[config.mk]
export PLATFORM = sky130hd
export DESIGN_NAME = frame_buffer_ctrl
export DESIGN_NICKNAME = d
export VERILOG_FILES = /design/src/rtl/frame_buffer_ctrl.sv
export SDC_FILE = /design/constraint.sdc
export NUM_CORES = 1
export LEC_CHECK = 0
export CAP_MARGIN = 5
export CORE_MARGIN = 2
export CORE_UTILIZATION = 35
export CTS_BUF_LIST = sky130_fd_sc_hd__clkbuf_8
export CTS_CLUSTER_SIZE = 14
export DETAILED_ROUTE_END_ITERATION = 8
export PLACE_DENSITY = 0.58
export SKIP_LAST_GASP = 1
export SLEW_MARGIN = 40
export SYNTH_ARGS = -nofsm -noshare
export SYNTH_HDL_FRONTEND = slang
export SYNTH_SLANG_ARGS = --single-unit
[constraint.sdc]
create_clock -name PCLK -period 5.1 [get_ports PCLK]
set_input_delay 1.02 -clock PCLK [delete_from_list [all_inputs] [get_ports PCLK]]
set_output_delay 1.02 -clock PCLK [all_outputs]
set_load 0.05 [all_outputs]
[src/rtl/frame_buffer_ctrl.sv]
// Ping-pong frame-buffer write controller: captures one VSYNC-delimited frame into the back bank
// and swaps banks on a complete frame once the consumer has released the front bank.
module frame_buffer_ctrl #(
  parameter  int RESOLUTION_WIDTH  = 640,
  parameter  int RESOLUTION_HEIGHT = 480,
  localparam int NPIX              = RESOLUTION_WIDTH * RESOLUTION_HEIGHT,
  localparam int AW                = $clog2(NPIX)
) (
  input  logic          PCLK,
  input  logic          RST_N,
  input  logic          VSYNC,
  input  logic          DV,
  input  logic [15:0]   i_pixel,
  input  logic [AW-1:0] i_w_addr,
  input  logic          i_enable,
  input  logic          i_release,
  output logic          o_wr_en,
  output logic [AW:0]   o_wr_addr,
  output logic [15:0]   o_wr_data,
  output logic          o_rd_bank,
  output logic          o_rd_busy,
  output logic          o_frame_ready,
  output logic          o_frame_drop,
  output logic          o_frame_err,
  output logic [15:0]   o_frame_count
);

  localparam int CW = $clog2(NPIX + 1);
  localparam logic [AW:0]   NPIX_A = (AW + 1)'(NPIX);
  localparam logic [CW-1:0] NPIX_C = CW'(NPIX);

  localparam logic [1:0] ST_IDLE       = 2'd0;
  localparam logic [1:0] ST_WAIT_START = 2'd1;
  localparam logic [1:0] ST_CAPTURE    = 2'd2;
  localparam logic [1:0] ST_COMMIT     = 2'd3;

  logic [1:0]    state;
  logic          vs_q;
  logic          wr_bank;
  logic          err_flag;
  logic [CW-1:0] pix_cnt;

  logic frame_start;
  logic frame_end;
  logic addr_ok;
  logic cnt_ok;

  always_comb begin
    frame_start = vs_q & ~VSYNC;
    frame_end   = ~vs_q & VSYNC;
    addr_ok     = {1'b0, i_w_addr} < NPIX_A;
    cnt_ok      = pix_cnt < NPIX_C;
  end

  always_ff @(posedge PCLK or negedge RST_N) begin
    if (!RST_N) begin
      state         <= ST_IDLE;
      vs_q          <= 1'b0;
      wr_bank       <= 1'b0;
      err_flag      <= 1'b0;
      pix_cnt       <= '0;
      o_wr_en       <= 1'b0;
      o_wr_addr     <= '0;
      o_wr_data     <= '0;
      o_rd_bank     <= 1'b1;
      o_rd_busy     <= 1'b0;
      o_frame_ready <= 1'b0;
      o_frame_drop  <= 1'b0;
      o_frame_err   <= 1'b0;
      o_frame_count <= '0;
    end else begin
      vs_q          <= VSYNC;
      o_wr_en       <= 1'b0;
      o_frame_ready <= 1'b0;
      o_frame_drop  <= 1'b0;
      o_frame_err   <= 1'b0;

      // A release is applied before the commit decision, so it may free the bank for this swap
      if (i_release) o_rd_busy <= 1'b0;

      case (state)
        ST_IDLE: begin
          if (i_enable) state <= ST_WAIT_START;
        end
        ST_WAIT_START: begin
          if (!i_enable) begin
            state <= ST_IDLE;
          end else if (frame_start) begin
            state    <= ST_CAPTURE;
            pix_cnt  <= '0;
            err_flag <= 1'b0;
          end
        end
        ST_CAPTURE: begin
          if (!i_enable) begin
            state <= ST_IDLE;
          end else begin
            if (DV) begin
              if (addr_ok && cnt_ok) begin
                o_wr_en   <= 1'b1;
                o_wr_addr <= {wr_bank, i_w_addr};
                o_wr_data <= i_pixel;
                pix_cnt   <= pix_cnt + CW'(1);
              end else begin
                err_flag <= 1'b1;
              end
            end
            if (frame_end) state <= ST_COMMIT;
          end
        end
        ST_COMMIT: begin
          if (err_flag || (pix_cnt != NPIX_C)) begin
            o_frame_err <= 1'b1;
          end else if (o_rd_busy && !i_release) begin
            o_frame_drop <= 1'b1;
          end else begin
            wr_bank       <= ~wr_bank;
            o_rd_bank     <= wr_bank;
            o_rd_busy     <= 1'b1;
            o_frame_ready <= 1'b1;
            o_frame_count <= o_frame_count + 16'd1;
          end
          state <= i_enable ? ST_WAIT_START : ST_IDLE;
        end
        default: state <= ST_IDLE;
      endcase
    end
  end

endmodule
* After elaboration in Yosys (flattened, before gate mapping) *
Index checks and enable logic that the tools add are counted.

operators by class
  add/sub/neg operators = 2
  magnitude comparators = 2
  eq/ne operators = 13
  muxes and demuxes = 35
  bitwise gates (word level) = 7
  reduce and logical (&&, ||, !) cells = 11

operators with widths
  cell                   number
  $mux 19                5
  $lt 19x19->1 const B   2
  $pmux 19 s2            1
  $mux 1                 22
  $add 19x1->19 const B  1
  $ne 19x19->1 const B   1
  $add 16x1->16 const B  1
  $ne 2x2->1 const B     7
  $reduce_and 6->1       2
  $mux 2                 5
  $pmux 2 s4             1
  $ne 3x3->1 const B     2
  $reduce_and 3->1       2
  $not 1->1              5
  $eq 2x2->1 const B     2
  $reduce_and 4->1       1
  $and 1x1->1            2
  $eq 2x1->1 const B     1
  $logic_and 1x1->1      2
  $logic_not 2->1        1
  $pmux 1 s2             1
  $reduce_bool 2->1      1
  $logic_not 1->1        1
  $logic_or 1x1->1       1

storage, ports and cells
  flip-flop bits (word level) = 82
  input bits = 41
  output and inout bits = 58
  logic and storage cells = 84

* Longest topological paths before layout *
Gate-level depths: netlist (run 1).

  depth after elaboration = 6
  gate-level depth with buffers = 8
  gate-level depth less buffers = 7

* Worst setup path before layout (run 1) *
OpenSTA, ideal clock, no wires.

  kind = input to register
  from = input i_w_addr[14]
  to = register o_wr_addr[0]
  setup time = 125 ps
  arrival time = 2357 ps
  required time = 4975 ps
  slack = 2618 ps
  cell stages on the path = 7
  buffers on the path = 2
  cell sequence = a211o_1 -> o21ai_0 -> nand2b_4 -> buf_6 -> clkinv_4 -> buf_6 -> mux2_2

on the way
  word-level cells in the longest chain between the ends = 3

ends and longest elaborated chain
  item                               line  RTL
  start, declared                    14    input logic [AW-1:0] i_w_addr,
  $lt 19x19->1                       51    addr_ok = {1'b0, i_w_addr} < NPIX_A;
  $logic_and 1x1->1                  99    if (addr_ok && cnt_ok) begin
  $reduce_and 4->1 (no source line)  -
  end signal, assigned               101   o_wr_addr <= {wr_bank, i_w_addr};
  end, declared                      18    output logic [AW:0] o_wr_addr,

No other way between the ends.
A chain may end at the register's enable or synchronous reset.

* Final worst setup path (run 1) *
  from = input i_w_addr[14]
  to = register o_wr_data[1]

on the way
  word-level cells in the longest chain between the ends = 3

ends and longest elaborated chain
  item                               line  RTL
  $lt 19x19->1                       51
  $logic_and 1x1->1                  99
  $reduce_and 4->1 (no source line)  -
  end signal, assigned               102   o_wr_data <= i_pixel;
  end, declared                      19    output logic [15:0] o_wr_data,

No other way between the ends.

==> results.sh, run 1 <==
export IMPL_status="finished clean"
export IMPL_port_buffers=98
export IMPL_vias=2743
export IMPL_drt_wl_total_um=7930
export IMPL_tritoncts="done"
export IMPL_wl_per_cell_um=14.47
export IMPL_grt_antenna_before_repair=0
export IMPL_drive_gt1_share_pct=15.05
export IMPL_fillCellCount=939
export IMPL_critPathKind="in -> reg"
export IMPL_fin_util_pct=48.33
export IMPL_grt_max_degree=83
export IMPL_cts_hold_buf=0
export IMPL_clock_sinks=82
export IMPL_grt_pass1_vias=2810
export IMPL_io_pins=99
export IMPL_tightest_slew_ns=0.7667
export IMPL_placeableCoreArea_um2=10230
export IMPL_synth_enable_flop_cells=0
export IMPL_grt_pass1_wl_um=13290
export IMPL_r2r_setup_slack_ns=2.78
export IMPL_rsz0062_at_grt="no"
export IMPL_yosysTopAreaCell="dfrtp_1"
export IMPL_cts_clk_slew_worst_paths_ns=0.09
export IMPL_drc=0
export IMPL_start_util_pct=35.78
export IMPL_ant_nets=0
export IMPL_clk_latency_ns=0.35
export IMPL_rows=37
export IMPL_slew_headroom_pct=48.42
export IMPL_period_share_pct=56.63
export IMPL_drtPass1Iterations=4
export IMPL_setup_viol=0
export IMPL_ys_top_cells_by_area="dfrtp_1 (55%), mux2_2 (11%), o21ai_0 (2.9%), xnor2_1 (2.9%), nand2_1 (2.6%)"
export IMPL_synth_avg_cell_area_um2=11.96
export IMPL_synth_warnings=0
export IMPL_viasPerCell=5.005
export IMPL_power_density_nw_per_um2=306.5
export IMPL_cts_buffer_depth=2
export IMPL_yosysTopAreaCellShare_pct=55.37
export IMPL_synth_most_common_cell="dfrtp_1"
export IMPL_dieHeight_um=106.3
export IMPL_design_area_um2=4945
export IMPL_grt_usage_pct=14.60
export IMPL_ctsHtreeMaxLevel=3
export IMPL_n_antenna_cell=0
export IMPL_ys_ff_latch=82
export IMPL_tns_ns=0
export IMPL_period_needed_ns=2.888
export IMPL_multiInputGateArea_um2=1505
export IMPL_start_kind="input pin"
export IMPL_cap_violations=0
export IMPL_max_vdd_ir_drop_v=0.0001812
export IMPL_gp_congestion=0.7622
export IMPL_cts_setup_buffers=0
export IMPL_cts_inserted_buffers=9
export IMPL_hold_violations=0
export IMPL_globalRouteOverflowTotal=0
export IMPL_die_area_um2=11290
export IMPL_post_cts_resized=0
export IMPL_p_leak_nw=2.123
export IMPL_yosysUniqueCellTypes=47
export IMPL_finClkSkew_ns=0.01410
export IMPL_root_buffer="clkbuf_8"
export IMPL_synth_main_ff_cell="dfrtp_1"
export IMPL_die_x_um=106.3
export IMPL_placed_area_um2=4738
export IMPL_drt_iter0_drc=108
export IMPL_synthCells=306
export IMPL_crit_fanout=42
export IMPL_hold_path_class="reg -> reg"
export IMPL_seq_area_um2=2053
export IMPL_fmax_mhz=346.3
export IMPL_area_growth_pct=35.06
export IMPL_ys_seq_area_share_pct=56.08
export IMPL_worstPathArrival_ns=3.12
export IMPL_syn_nets=350
export IMPL_critPathRequiredTime_ns=5.33
export IMPL_crit_path_end_kind="register"
export IMPL_synthesis_area_um2=3661
export IMPL_ys_top_cells_by_count="dfrtp_1 (81), mux2_2 (35), nand2_1 (25), o21ai_0 (21), nor2_1 (14)"
export IMPL_final_nets=451
export IMPL_drv_slew=0
export IMPL_hpwlAfterDp_um=5254
export IMPL_ys_async_sr_fraction_pct=100.0
==> final cells by class <==
cell class / count / area share, %
multi-input combinational: 210 / 30.44
clock buffer: 10 / 2.783
tap: 136 / 3.441
sequential: 82 / 41.52
inverter: 6 / 0.5567
timing repair buffer: 98 / 19.91
clock inverter: 6 / 1.341
==> routing by layer <==
| metal | GRT usage, % | up-vias | share of wire [%] |
|---|---|---|---|
| met5 | 0 | - | 0 |
| met2 | 22.89 | 77 | 44 |
| met1 | 20.02 | 1346 | 49 |
| li1 | - | 1312 | - |
| met3 | 3.311 | 8 | 5.7 |
| met4 | 4.793 | 0 | 1.2 |
==> through the flow <==
step	instances	worst slack (ns)	hold slack, ns	power, W
after global routing	548	2.030	0.5142	0.001584
after floorplan	306	2.618	0.4505	0.0009144
after detailed placement	532	1.836	0.4707	0.001049
final	548	2.212	0.4764	0.001516
after global placement	532	1.900	0.4626	0.001047
after CTS	548	2.202	0.4859	0.001540
==> registers in the layout, summed over array words and instances, names as in the netlist, 2 cells and up <==
name	count
o_wr_addr	20
pix_cnt	19
o_frame_count	16
o_wr_data	16
state	2
==> worst paths after layout <==
check / cells past startpoint / endpoint / from
max in group asynchronous: 1 / pix_cnt[1] / RST_N
setup reg to reg: 5 / o_wr_data[1] / pix_cnt[12]
hold / removal: 1 / o_frame_count[15] / o_frame_count[15]
min in group asynchronous: 1 / wr_bank / RST_N
setup / recovery: 6 / o_wr_data[1] / i_w_addr[14]
hold reg to reg: 1 / o_frame_count[15] / o_frame_count[15]
==> worst max-delay path, stage by stage <==
cell	delay (ns)
clkdlybuf4s50_1	0.42
a211o_1	0.31
o21ai_0	0.37
nand2b_4	0.25
clkinv_4	0.34
mux2_2	0.38
==> cells by family (layout without fill, tap and decap cells) <==
family | count (synthesis) | in the layout | share of synthesized area (%)
flops | 82 | 82 | 56.08
buf+inv | 14 | 120 | 2.803
xor+xnor | 16 | 16 | 3.828
compound gates | 50 | 50 | 8.305
simple gates | 103 | 103 | 16.27
fa+ha+maj | 3 | 3 | 1.025
mux | 38 | 38 | 11.69
==> power by group <==
group	internal (W)	switching, W
clock	0.000241	0.000240
sequential	0.000693	0.0000262
combinational	0.000125	0.000191
==> cell usage in the layout, fill, tap and decap left out, types with 2 or more instances in the layout <==
master / synthesis / routed
clkdlybuf4s50_1: 0 / 97
dfrtp_1: 81 / 81
mux2_2: 35 / 35
nand2_1: 25 / 25
o21ai_0: 21 / 21
nor2_1: 14 / 14
nand3_1: 13 / 13
xnor2_1: 12 / 12
clkbuf_8: 0 / 11
nand4_1: 8 / 8
a21oi_1: 8 / 8
nor3_1: 7 / 7
and3_1: 7 / 7
inv_1: 5 / 5
nor4b_1: 5 / 5
clkinv_4: 1 / 4
o21a_1: 4 / 4
o31ai_1: 4 / 4
xor2_1: 4 / 4
a21o_1: 3 / 3
mux2_1: 3 / 3
and4_1: 3 / 3
ha_1: 3 / 3
nor2b_1: 2 / 2
nand2b_1: 2 / 2
or3_1: 2 / 2
a31oi_1: 2 / 2
o21ai_1: 2 / 2
nor4_2: 2 / 2
and2_1: 2 / 2
nor3_2: 2 / 2
clkinv_2: 0 / 2
No activity file was read; power rests on OpenSTA's default activity.
==> run 2: changes to the inputs <==
- PLACE_DENSITY: 0.58 -> 0.6
- clock period: 5.1 -> 2.3 ns (I/O delays scaled with it)
==> run 2 against run 1 <==
Net effect:
- global-route usage grew 0.12 points
- setup slack lost 2.0 ns
- first-iteration DRC count grew 19%
- critical path type is now reg -> out
- combinational power increased by 120%
- routed wire length decreased by 0.63%
- sequential share of layout area shrank 0.74 points
- highest routed layer unchanged
==> results.sh, run 2 (same netlist as run 1, synthesis figures left out) <==
export IMPL_period_needed_ns=2.126
export IMPL_cts_buffer_depth=2
export IMPL_crit_chain="clkdlybuf4s50_1"
export IMPL_r2r_start="pix_cnt[12]"
export IMPL_drt_wl_total_um=7880
export IMPL_whs_ns=0.04926
export IMPL_port_buffers=98
export IMPL_crit_fanout=2
export IMPL_critical_path_top_delay_family="buffers and inverters"
export IMPL_drive_gt1_share_pct=18.14
export IMPL_critPathMaxStageDelay_ns=0.79
export IMPL_die_area_um2=11290
export IMPL_rsz0062_at_grt="no"
export IMPL_status="finished clean"
export IMPL_grt_max_degree=36
export IMPL_timing_critical_path_buf_inv=1
export IMPL_grt_usage_pct=14.72
export IMPL_critPathSlowestCell="clkdlybuf4s50_1"
export IMPL_drt_iter0_drc=128
export IMPL_fin_util_pct=49.21
export IMPL_hold_path_class="in -> async"
export IMPL_critPathKind="reg -> out"
export IMPL_cap_violations=0
export IMPL_viasPerCell=4.940
export IMPL_grt_pass1_wl_um=13210
export IMPL_placeableCoreArea_um2=10230
export IMPL_critPathRequiredTime_ns=1.84
export IMPL_globalRouteOverflowTotal=0
export IMPL_tritoncts="done"
export IMPL_tightest_slew_ns=0.5152
export IMPL_crit_path_end_kind="primary output"
export IMPL_grt_pass1_vias=2794
export IMPL_p_leak_nw=2.199
export IMPL_hold_violations=0
export IMPL_cts_clk_slew_worst_paths_ns=0.08
export IMPL_cts_hold_buf=0
export IMPL_rows=37
export IMPL_slew_headroom_pct=65.55
export IMPL_ctsHtreeMaxLevel=3
export IMPL_gp_congestion=0.8418
export IMPL_layout_common_cells="clkdlybuf4s50_1 (97), dfrtp_1 (81), mux2_2 (35)"
export IMPL_root_buffer="clkbuf_8"
export IMPL_clock_sinks=82
export IMPL_r2r_setup_slack_ns=0.26
export IMPL_cts_setup_buffers=0
export IMPL_vias=2796
export IMPL_clk_latency_ns=0.34
export IMPL_n_antenna_cell=0
export IMPL_drv_slew=0
export IMPL_ant_nets=0
export IMPL_worstPathArrival_ns=1.67
export IMPL_fmax_mhz=470.4
export IMPL_dieHeight_um=106.3
export IMPL_die_x_um=106.3
export IMPL_drtPass1Iterations=4
export IMPL_max_vdd_ir_drop_v=0.0003588
export IMPL_start_util_pct=35.78
export IMPL_io_pins=99
export IMPL_regMostFlops="o_wr_addr"
export IMPL_reg2regPathDepth=6
export IMPL_period_share_pct=92.43
export IMPL_timing_rr_end="pix_cnt[8]"
export IMPL_largest_reg_flops=20
export IMPL_wl_per_cell_um=13.92
export IMPL_drc=0
export IMPL_final_nets=471
export IMPL_area_growth_pct=37.53
export IMPL_power_density_nw_per_um2=631.1
export IMPL_top_regs="o_wr_addr: 20 flops, pix_cnt: 19 flops"
export IMPL_layout_commonest_cell="clkdlybuf4s50_1"
export IMPL_finClkSkew_ns=0.01048
export IMPL_hpwlAfterDp_um=5710
export IMPL_start_kind="register"
export IMPL_grt_antenna_before_repair=0
export IMPL_post_cts_resized=0
export IMPL_setup_viol=0
export IMPL_cts_inserted_buffers=9
run 2: cell types whose count changed in the layout (fill, tap and decap cells not counted), sizes merged:
cell	change
inv	+2
clkbuf	-2
clkinv	-2
bufinv	-1
buf	+21
run 2: how the worst max path moves through the flow:
stage	slack (ns)	cells past startpoint	end	start
finish	0.17	1	o_rd_bank	o_rd_bank
global route	0.05	8	pix_cnt[14]	i_w_addr[14]
CTS	0.15	1	o_rd_bank	o_rd_bank
detailed placement	-0.18	8	pix_cnt[14]	i_w_addr[14]
global placement	-0.13	8	pix_cnt[16]	i_w_addr[14]
floorplan	0.34	7	o_wr_addr[0]	pix_cnt[12]
run 2: area by class of cell:
class / instances / area [um^2]
fill: 927 / 5196
sequential: 82 / 2053
multi-input combinational: 210 / 1505
timing repair buffer: 118 / 1129
tap: 136 / 170.2
clock buffer: 9 / 123.9
inverter: 6 / 27.53
clock inverter: 5 / 26.28
run 2: stage by stage:
stage / cell area, um^2 / power, W / instances / setup TNS [ns] / worst slack [ns]
after floorplan: 3661 / 0.002028 / 306 / 0 / 0.3438
after global placement: 4885 / 0.002333 / 552 / -4.021 / -0.1345
after detailed placement: 4885 / 0.002340 / 552 / -5.707 / -0.1766
after CTS: 5035 / 0.003219 / 566 / 0 / 0.1490
after global routing: 5035 / 0.003328 / 566 / 0 / 0.05129
final: 5035 / 0.003177 / 566 / 0 / 0.1742
run 2: report_power, final:
group / internal [W] / leakage (nW) / switching (W)
combinational: 0.000286 / 1.00 / 0.000425
clock: 0.000371 / 0.0873 / 0.000504
sequential: 0.00154 / 1.11 / 0.0000558
run 2: per-layer routing:
layer	vias up	global-route usage, %	routed length [um]
met5	-	0	0
met4	0	3.853	92
met3	10	4.353	509
met2	82	22.89	3549
met1	1356	20.15	3729
li1	1348	-	-
==> run 3: changes to the inputs <==
- CTS_CLUSTER_DIAMETER: not set -> 50
==> results of run 3 <==
Same layout as run 2: the final DEF is identical, and so are final timing and power.
